==> src/rtl/seg7_pattern_decoder.sv <==
`default_nettype none
// +--------------------------------------------------------------------+
// | seg7_pattern_decoder                                               |
// | Samples an active-low 7-segment bus, waits for a stable pattern,   |
// | decodes it to a hex digit, flags illegal patterns, and keeps a     |
// | four-digit history of accepted digits.                             |
// | Rev 1.0 - initial release                                          |
// +--------------------------------------------------------------------+
module seg7_pattern_decoder #(
   parameter int STABLE_CYCLES = 4,
   parameter int CNT_W         = 8
) (
   input  logic             clk,
   input  logic             rst_n,
   input  logic [6:0]       seg_in,
   input  logic             clear,
   output logic [3:0]       digit_out,
   output logic             digit_valid,
   output logic             digit_strobe,
   output logic             blank,
   output logic             err_illegal,
   output logic [CNT_W-1:0] err_count,
   output logic [15:0]      history
);

   localparam logic [7:0] C_STABLE = 8'(STABLE_CYCLES);
   localparam logic [6:0] C_BLANK  = 7'b1111111;

   typedef enum logic [1:0] {
      ST_IDLE     = 2'd0,
      ST_SETTLING = 2'd1,
      ST_COMMIT   = 2'd2,
      ST_LOCKED   = 2'd3
   } state_t;

   logic [6:0]       r_s1, r_s2, r_prev;
   logic [7:0]       r_run;
   state_t           r_state, w_next_state;
   logic             w_changed, w_commit;
   logic [7:0]       w_run;
   logic [3:0]       w_value;
   logic             w_legal, w_is_blank;

   logic [3:0]       r_digit;
   logic             r_valid, r_strobe, r_blank, r_err;
   logic [CNT_W-1:0] r_err_count;
   logic [15:0]      r_history;

   // Two-flop synchronizer plus a one-cycle-delayed copy for change detection
   always_ff @(posedge clk or negedge rst_n) begin
      if (!rst_n) begin
         r_s1   <= C_BLANK;
         r_s2   <= C_BLANK;
         r_prev <= C_BLANK;
      end else begin
         r_s1   <= seg_in;
         r_s2   <= r_s1;
         r_prev <= r_s2;
      end
   end

   // Run length including the current sample; the commit decision uses this
   // combinational value so the strobe lands 2 + STABLE_CYCLES edges after a change
   always_comb begin
      w_changed = (r_s2 != r_prev);
      if (w_changed)
         w_run = 8'd1;
      else if (r_run >= C_STABLE)
         w_run = C_STABLE;
      else
         w_run = r_run + 8'd1;
   end

   // Run counter register; clear restarts the count
   always_ff @(posedge clk or negedge rst_n) begin
      if (!rst_n)
         r_run <= 8'd0;
      else if (clear)
         r_run <= 8'd0;
      else
         r_run <= w_run;
   end

   // FSM state register
   always_ff @(posedge clk or negedge rst_n) begin
      if (!rst_n)
         r_state <= ST_IDLE;
      else
         r_state <= w_next_state;
   end

   // Next-state logic; COMMIT is occupied during the cycle the accepted outputs appear
   always_comb begin
      w_next_state = r_state;
      w_commit     = 1'b0;
      case (r_state)
         ST_IDLE: begin
            // IDLE silently absorbs a run that is already on the bus
            if (w_changed)
               w_next_state = ST_SETTLING;
            else if (w_run == C_STABLE)
               w_next_state = ST_LOCKED;
         end
         ST_SETTLING: begin
            if (w_run == C_STABLE) begin
               w_next_state = ST_COMMIT;
               w_commit     = 1'b1;
            end
         end
         ST_COMMIT: begin
            w_next_state = w_changed ? ST_SETTLING : ST_LOCKED;
         end
         ST_LOCKED: begin
            if (w_changed)
               w_next_state = ST_SETTLING;
         end
         default: w_next_state = ST_IDLE;
      endcase
      if (clear) begin
         w_next_state = ST_IDLE;
         w_commit     = 1'b0;
      end
   end

   // Active-low pattern to hex value decode
   always_comb begin
      w_value    = 4'h0;
      w_legal    = 1'b1;
      w_is_blank = 1'b0;
      case (r_s2)
         7'b1000000: w_value = 4'h0;
         7'b1111001: w_value = 4'h1;
         7'b0100100: w_value = 4'h2;
         7'b0110000: w_value = 4'h3;
         7'b0011001: w_value = 4'h4;
         7'b0010010: w_value = 4'h5;
         7'b0000010: w_value = 4'h6;
         7'b1111000: w_value = 4'h7;
         7'b0000000: w_value = 4'h8;
         7'b0010000: w_value = 4'h9;
         7'b0001000: w_value = 4'hA;
         7'b0000011: w_value = 4'hB;
         7'b1000110: w_value = 4'hC;
         7'b0100001: w_value = 4'hD;
         7'b0000110: w_value = 4'hE;
         7'b0001110: w_value = 4'hF;
         7'b1111111: begin
            w_legal    = 1'b0;
            w_is_blank = 1'b1;
         end
         default: w_legal = 1'b0;
      endcase
   end

   // Output registers: commit actions, clear, and one-cycle strobe
   always_ff @(posedge clk or negedge rst_n) begin
      if (!rst_n) begin
         r_digit     <= 4'h0;
         r_valid     <= 1'b0;
         r_strobe    <= 1'b0;
         r_blank     <= 1'b1;
         r_err       <= 1'b0;
         r_err_count <= '0;
         r_history   <= 16'h0000;
      end else begin
         r_strobe <= 1'b0;
         if (clear) begin
            r_err       <= 1'b0;
            r_err_count <= '0;
            r_history   <= 16'h0000;
         end else if (w_commit) begin
            if (w_legal) begin
               r_digit   <= w_value;
               r_valid   <= 1'b1;
               r_blank   <= 1'b0;
               r_strobe  <= 1'b1;
               r_history <= {r_history[11:0], w_value};
            end else if (w_is_blank) begin
               r_valid <= 1'b0;
               r_blank <= 1'b1;
            end else begin
               r_valid <= 1'b0;
               r_blank <= 1'b0;
               r_err   <= 1'b1;
               if (r_err_count != {CNT_W{1'b1}})
                  r_err_count <= r_err_count + CNT_W'(1);
            end
         end
      end
   end

   assign digit_out    = r_digit;
   assign digit_valid  = r_valid;
   assign digit_strobe = r_strobe;
   assign blank        = r_blank;
   assign err_illegal  = r_err;
   assign err_count    = r_err_count;
   assign history      = r_history;

endmodule
`default_nettype wire

==> config.mk <==
export PLATFORM = sky130hd
export DESIGN_NAME = seg7_pattern_decoder
export DESIGN_NICKNAME = d
export VERILOG_FILES = /design/src/rtl/seg7_pattern_decoder.sv
export SDC_FILE = /design/constraint.sdc
export NUM_CORES = 1
export LEC_CHECK = 0
export BUFFER_PORTS_ARGS = -buffer_cell sky130_fd_sc_hd__clkbuf_2
export CAP_MARGIN = 0
export CORE_MARGIN = 8
export CORE_UTILIZATION = 43
export DETAILED_ROUTE_END_ITERATION = 10
export PLACE_DENSITY = 0.6
export SYNTH_ARGS = -nofsm -noshare
export SYNTH_HDL_FRONTEND = slang
export SYNTH_SLANG_ARGS = --single-unit
==> constraint.sdc <==
create_clock -name clk -period 3.4 [get_ports clk]
set_clock_uncertainty 0.15 [all_clocks]
set_input_delay 0.34 -clock clk [delete_from_list [all_inputs] [get_ports clk]]
set_output_delay 0.34 -clock clk [all_outputs]
set_load 0.01 [all_outputs]
== Yosys cells after proc, flatten, opt, wreduce, memory -nomap -nowiden ==
Cells that the tools add are included.

* Register bits: 63
* Output and inout bits: 32
* Logic and storage cells: 88
* Input port bits: 10

* $lt $le $gt $ge: 1
* Equality and inequality tests: 27
* Add/sub/neg operators: 2
* Bitwise logic cells: 1
* Multiplexer cells: 33
* Reduce and logical (&&, ||, !) cells: 12

{| class="wikitable"
|+ Operator list
! cell !! count
|-
| 8-bit 2-to-1 mux || 8
|-
| 4-bit case mux with 15 select lines || 1
|-
| 16-bit 2-to-1 mux || 3
|-
| 7-bit == test, second input constant || 5
|-
| 7-bit by 5-bit == test with 1-bit output, second input constant || 3
|-
| 7-bit by 6-bit == test with 1-bit output, second input constant || 3
|-
| 8-bit by 1-bit adder with 8-bit output, second input constant || 2
|-
| 16-bit OR reduction || 1
|-
| 7-bit by 2-bit == test with 1-bit output, second input constant || 2
|-
| 7-bit by 4-bit == test with 1-bit output, second input constant || 2
|-
| 1-bit 2-to-1 mux || 14
|-
| 2-bit 2-to-1 mux || 6
|-
| 3-bit AND reduction || 3
|-
| 8-bit by 3-bit == test with 1-bit output, second input constant || 1
|-
| 8-bit by 3-bit greater-or-equal comparator with 1-bit output, second input constant || 1
|-
| 8-bit != test, second input constant || 1
|-
| 2-bit case mux with 4 select lines || 1
|-
| 7-bit by 3-bit == test with 1-bit output, second input constant || 1
|-
| 7-bit zero test || 1
|-
| 7-bit != test || 1
|-
| 3-bit != test, second input constant || 2
|-
| 2-bit nonzero test || 3
|-
| 2-bit == test, second input constant || 2
|-
| 2-bit != test, second input constant || 2
|-
| 6 further kinds || 7
|}

== Depth between registers and ports, before layout ==
* Depth in word-level cells: 9
* Mapped depth: 9
* Mapped depth without buffers: 8

== Worst setup path before layout ==
No wires, ideal clock.

* Path kind: register to register
* Start point: register r_s2[3]
* End point: register r_err_count[5], in the netlist err_count[5]
* Cell stages (with the launch flop): 9
* Buffers on the path: 2
* Slack: 0.728 ns
* Arrival time: 2.397 ns
* Period minus slack after synthesis: 2.672 ns
* Library setup time: 0.125 ns
* Data required time: 3.125 ns
* Path through: dfstp_2 > buf_4 > and4bb_1 > o21a_1 > a211o_1 > or3_4 > buf_6 > nor4_1 > mux2_2

* Cells in the longest elaborated chain, start to end: 8
* Elaborated cells between the ends (all ways): 30
* Those cells by class: eq/ne (20); mux (6); reduce/logical (4)

{| class="wikitable"
|+ RTL lines
! item !! RTL line !! RTL
|-
| start: declaration || 36 || <nowiki>logic [6:0] r_s1, r_s2, r_prev;</nowiki>
|-
| start signal: assignment || 57 || <nowiki>r_s2 <= r_s1;</nowiki>
|-
| 7-bit != test || 65 || <nowiki>w_changed = (r_s2 != r_prev);</nowiki>
|-
| 8-bit 2-to-1 mux || 66 || <nowiki>if (w_changed)</nowiki>
|-
| 8-bit by 3-bit == test with 1-bit output || 105 || <nowiki>if (w_run == C_STABLE) begin</nowiki>
|-
| 1-bit 2-to-1 mux || 105 ||
|-
| 1-bit 2-to-1 mux || 96 || <nowiki>case (r_state)</nowiki>
|-
| 1-bit 2-to-1 mux || 119 || <nowiki>if (clear) begin</nowiki>
|-
| 2-bit nonzero test (no source line) || n/a ||
|-
| 4-bit AND reduction (no source line) (*) || n/a ||
|-
| end signal: assignment || 186 || <nowiki>r_err_count <= r_err_count + CNT_W'(1);</nowiki>
|-
| end: declaration || 46 || <nowiki>logic [CNT_W-1:0] r_err_count;</nowiki>
|}

Mark *: on every way between the ends. The rest lies on a longest branch, timed or not.
A chain may end at the register's enable or synchronous reset.

== Worst setup path after layout ==
* Start point: register r_run[0]
* End point: register r_digit[3], in the netlist digit_out[3]

* Cells in the longest elaborated chain, start to end: 8
* Elaborated cells between the ends (all ways): 9
* Those cells by class: add/sub (1); order compare (1); eq/ne (1); mux (5); reduce/logical (1)

{| class="wikitable"
|+ RTL lines
! item !! RTL line !! RTL
|-
| start: declaration || 37 || <nowiki>logic [7:0] r_run;</nowiki>
|-
| start signal: assignment || 81 || <nowiki>r_run <= w_run;</nowiki>
|-
| 8-bit by 1-bit adder with 8-bit output / 8-bit by 3-bit greater-or-equal comparator with 1-bit output (equally long branches) || 71, 68 ||
|-
| 8-bit 2-to-1 mux (*) || 68 || <nowiki>else if (r_run >= C_STABLE)</nowiki>
|-
| 8-bit 2-to-1 mux (*) || 66 ||
|-
| 8-bit by 3-bit == test with 1-bit output (*) || 105 ||
|-
| 1-bit 2-to-1 mux (*) || 105 ||
|-
| 1-bit 2-to-1 mux (*) || 96 ||
|-
| 1-bit 2-to-1 mux (*) || 119 ||
|-
| 3-bit AND reduction (no source line) (*) || n/a ||
|-
| end signal: assignment || 173 || <nowiki>r_digit <= w_value;</nowiki>
|-
| end: declaration || 44 || <nowiki>logic [3:0] r_digit;</nowiki>
|}

Marks and branches as above.

==> impl_results.rst <==
.. list-table::
   :header-rows: 1

   * - Metric
     - Value
   * - Run status
     - completed
   * - CTS buffer count
     - 9
   * - Chip Width
     - 97.2 um
   * - Synth-to-layout area growth
     - 17.8%
   * - Total of flip-flops plus latches after synthesis
     - 63
   * - Avg Inst Size Synth
     - 11.3 sq um
   * - I/O pin cnt
     - 42
   * - Combinational Power Share
     - 0.057
   * - Post-DP HPWL
     - 3750 um
   * - Number of global-route vias before repair
     - 2,033
   * - Number of nets in the layout
     - 318
   * - Detailed-route via count
     - 2,014
   * - Count of hold-fix buffers inserted at cts
     - 7
   * - Post-layout minimum cycle time
     - 2.92 ns
   * - Number of buffers inserted by port buffering
     - 41
   * - Critical-path cell list
     - inv_1 -> ha_1 -> nand3b_1 -> a41oi_1 -> nor4b_2 -> nand2b_1 -> nor2_1 -> mux2_2
   * - Maximum clock frequency
     - 0.342 GHz
   * - TritonCTS clock tree
     - yes
   * - Grt total ovfl
     - 0
   * - Unrepaired setup endpoints after global routing
     - no
   * - Largest net degree at the start of global routing
     - 64
   * - Root Buffer
     - clkbuf_8
   * - Maximum fanout count along the critical path
     - 6
   * - Layout cells sized above 1
     - 0.300
   * - Die Outline Area
     - 0.00945 sq mm
   * - Pleak
     - 0.00162 uW
   * - Final number of setup-violating endpoints
     - 0
   * - Classification of the worst setup path
     - register to register
   * - Net switching share of the total power
     - 0.258
   * - Effective utilization at floorplan
     - 0.447
   * - Top area cells in the synthesized netlist
     - dfrtp_1, dfstp_2, mux2i_1
   * - CP arrival
     - 2.99 ns
   * - Worst setup slack after layout
     - 0.480 ns
   * - Worst-Margin Slew
     - 0.775 ns
   * - Net Switching
     - 376 uW
   * - Sort of element at the end of the critical path
     - register
   * - PwrDens
     - 436 mW/mm^2
   * - Async SR Flop Fraction
     - 1.00
   * - Slack of the worst reg-to-reg path
     - 0.48 ns
   * - Initial detailed-routing violation count
     - 52
   * - CP Buf/Inv Count
     - 1
   * - Ratio of routed vias to standard cells
     - 5.20
   * - Worst Setup Start Kind
     - register
   * - Worst setup slack before clock tree synthesis
     - 0.483 ns
   * - Buffers inserted by post-CTS timing repair
     - 0
   * - Initial DRT Pass Iterations
     - 4
   * - Gate count after technology mapping
     - 252
   * - GRT Resource Usage Total
     - 0.129
   * - Worst reg2reg path startpoint
     - r_run[0]
   * - Clock transition at path regs
     - 0.07 ns
   * - Num rows
     - 29
   * - Final weighted congestion of routability-driven global placement
     - 0.846
   * - Post-Layout Inst Area
     - 0.00334 sq mm
   * - Core area
     - 0.00635 sq mm
   * - Total internal power
     - 1080 uW
   * - Sequential Power Share
     - 0.553
   * - Max IR drop VDD
     - 0.000274 V
   * - Clock network latency to the later pin of the worst-skew pair
     - 0.34 ns
   * - Normalized max-slew margin
     - 0.483
   * - Cell taking the most area after synthesis
     - dfrtp_1
   * - Worst hold path class
     - input port to asynchronous set/reset pin
   * - Sequential area share after synthesis
     - 0.566
   * - Wire length of the first global-routing pass
     - 10,000 um
   * - Post-cts gate resize count
     - 0
   * - Delay of the slowest critical-path stage
     - 0.48 ns
   * - End of the worst register-to-register path
     - digit_out[3]
   * - DRC viols
     - 0
   * - Clk network pwr share
     - 0.391
   * - Antenna diode count
     - 0
   * - Final hold vios
     - 0
   * - Placed Area
     - 0.00310 sq mm
   * - Worst path required time
     - 3.47 ns
   * - Total Routed Length
     - 5750 um
   * - Number of antenna-violating nets in the routed design
     - 0
   * - EDFF count, synth
     - 0
   * - Count of warnings emitted by yosys
     - 0
   * - Overall die height
     - 97.2 um
   * - Reg2Reg Depth
     - 8
   * - Antenna violations before repair
     - 0
   * - Final sum of negative setup slack
     - 0 ns
   * - Final Max Slew Viols
     - 0
   * - Ratio of final minimum period to clock period
     - 0.859
   * - Area share of the largest cell type after synthesis
     - 0.362
   * - Mapped cell area
     - 0.00284 sq mm
   * - Clk sink count
     - 63
   * - Slowest cell on the critical path
     - nor4b_2
   * - Distinct cells, synth
     - 49
   * - Wire per inst
     - 14.9 um
   * - Commonest non-fill, non-tap cells in the layout
     - dfrtp_1, clkbuf_2, nor2_1
   * - Family of cells with the greatest summed delay on the critical path
     - simple AND/OR/NAND/NOR gates
   * - Longest Clk Path Bufs
     - 2
   * - Max-cap viol count
     - 0
   * - CTS H-Tree Depth
     - 3
   * - Top flip-flop cell by instance count after synthesis
     - dfrtp_1
## power groups by stage
stage	clock network [uW]	registers, uW	logic, uW
floorplan	0	805	58.3
global placement	0	818	77.5
detailed placement	0	820	78.0
CTS	589	806	84.3
global route	625	810	94.8
finish	570	806	82.5
## through the flow
| stage | util | power (uW) | std cells | hold slack (ns) |
|---|---|---|---|---|
| 6_report | 0.526 | 1460 | 387 | 0.0109 |
| 5_1_grt | 0.526 | 1530 | 387 | 0.0928 |
| 4_1_cts | 0.526 | 1480 | 387 | 0.0405 |
| 3_5_place_dp | 0.489 | 897 | 364 | 0.197 |
| 3_3_place_gp | 0.489 | 896 | 364 | 0.196 |
| 2_1_floorplan | - | 863 | 256 | -0.106 |
## cell usage after synthesis (5+ instances only)
library cell,instances
buf_2,7
a21oi_1,9
dfstp_2,22
nor3_1,6
nand3_1,6
nor2b_1,5
dfrtp_1,41
nor2_1,29
xnor2_1,8
inv_1,10
nand2_1,12
or4_1,5
nand2b_1,5
mux2i_1,14
mux2_2,6
## worst max path at each step
stage          startpoint           end  slack (ns)  cells after the start
2_1_floorplan     r_s2[3]  err_count[5]        0.73                      8
3_3_place_gp      r_s2[1]  digit_out[2]        0.61                      6
3_5_place_dp     r_run[0]  digit_out[3]        0.48                      8
4_1_cts          r_run[0]  digit_out[2]        0.44                      8
5_1_grt          r_run[0]  digit_out[3]        0.17                      8
6_report         r_run[0]  digit_out[3]        0.48                      8
## metal layers
layer	vias to the layer above	part of all wire	GRT usage
li1	987	-	-
met1	967	0.48	0.164
met2	45	0.45	0.189
met3	15	0.042	0.0384
met4	0	0.027	0.0793
met5	-	0	0
## flip-flops by register name, indices dropped and copies added (netlist names)
signal        count
blank             1
digit_out         4
digit_strobe      1
digit_valid       1
err_count         8
err_illegal       1
history          16
r_prev            7
r_run             8
r_s1              7
r_s2              7
r_state           2
## final cells by class
| type | instances | area (sq um) |
|---|---|---|
| clock buffers | 9 | 124 |
| flip-flops and latches | 63 | 1600 |
| clock inverters | 7 | 45.0 |
| inverters | 10 | 37.5 |
| well taps | 77 | 96.3 |
| multi-input cells | 170 | 1140 |
| repair buffers | 51 | 298 |
| fillers | 577 | 3010 |
## cell families after synthesis
kind of cell    count (synthesis)  share of synthesized area
mux                            20                     0.0732
flops                          63                      0.566
xor+xnor                        8                     0.0247
buf+inv                        23                     0.0388
fa+ha+maj                       3                     0.0132
compound gates                 39                     0.0957
simple gates                   95                      0.187
other cells                     1                    0.00132
Note: power is estimated with default switching activity, not from simulation.
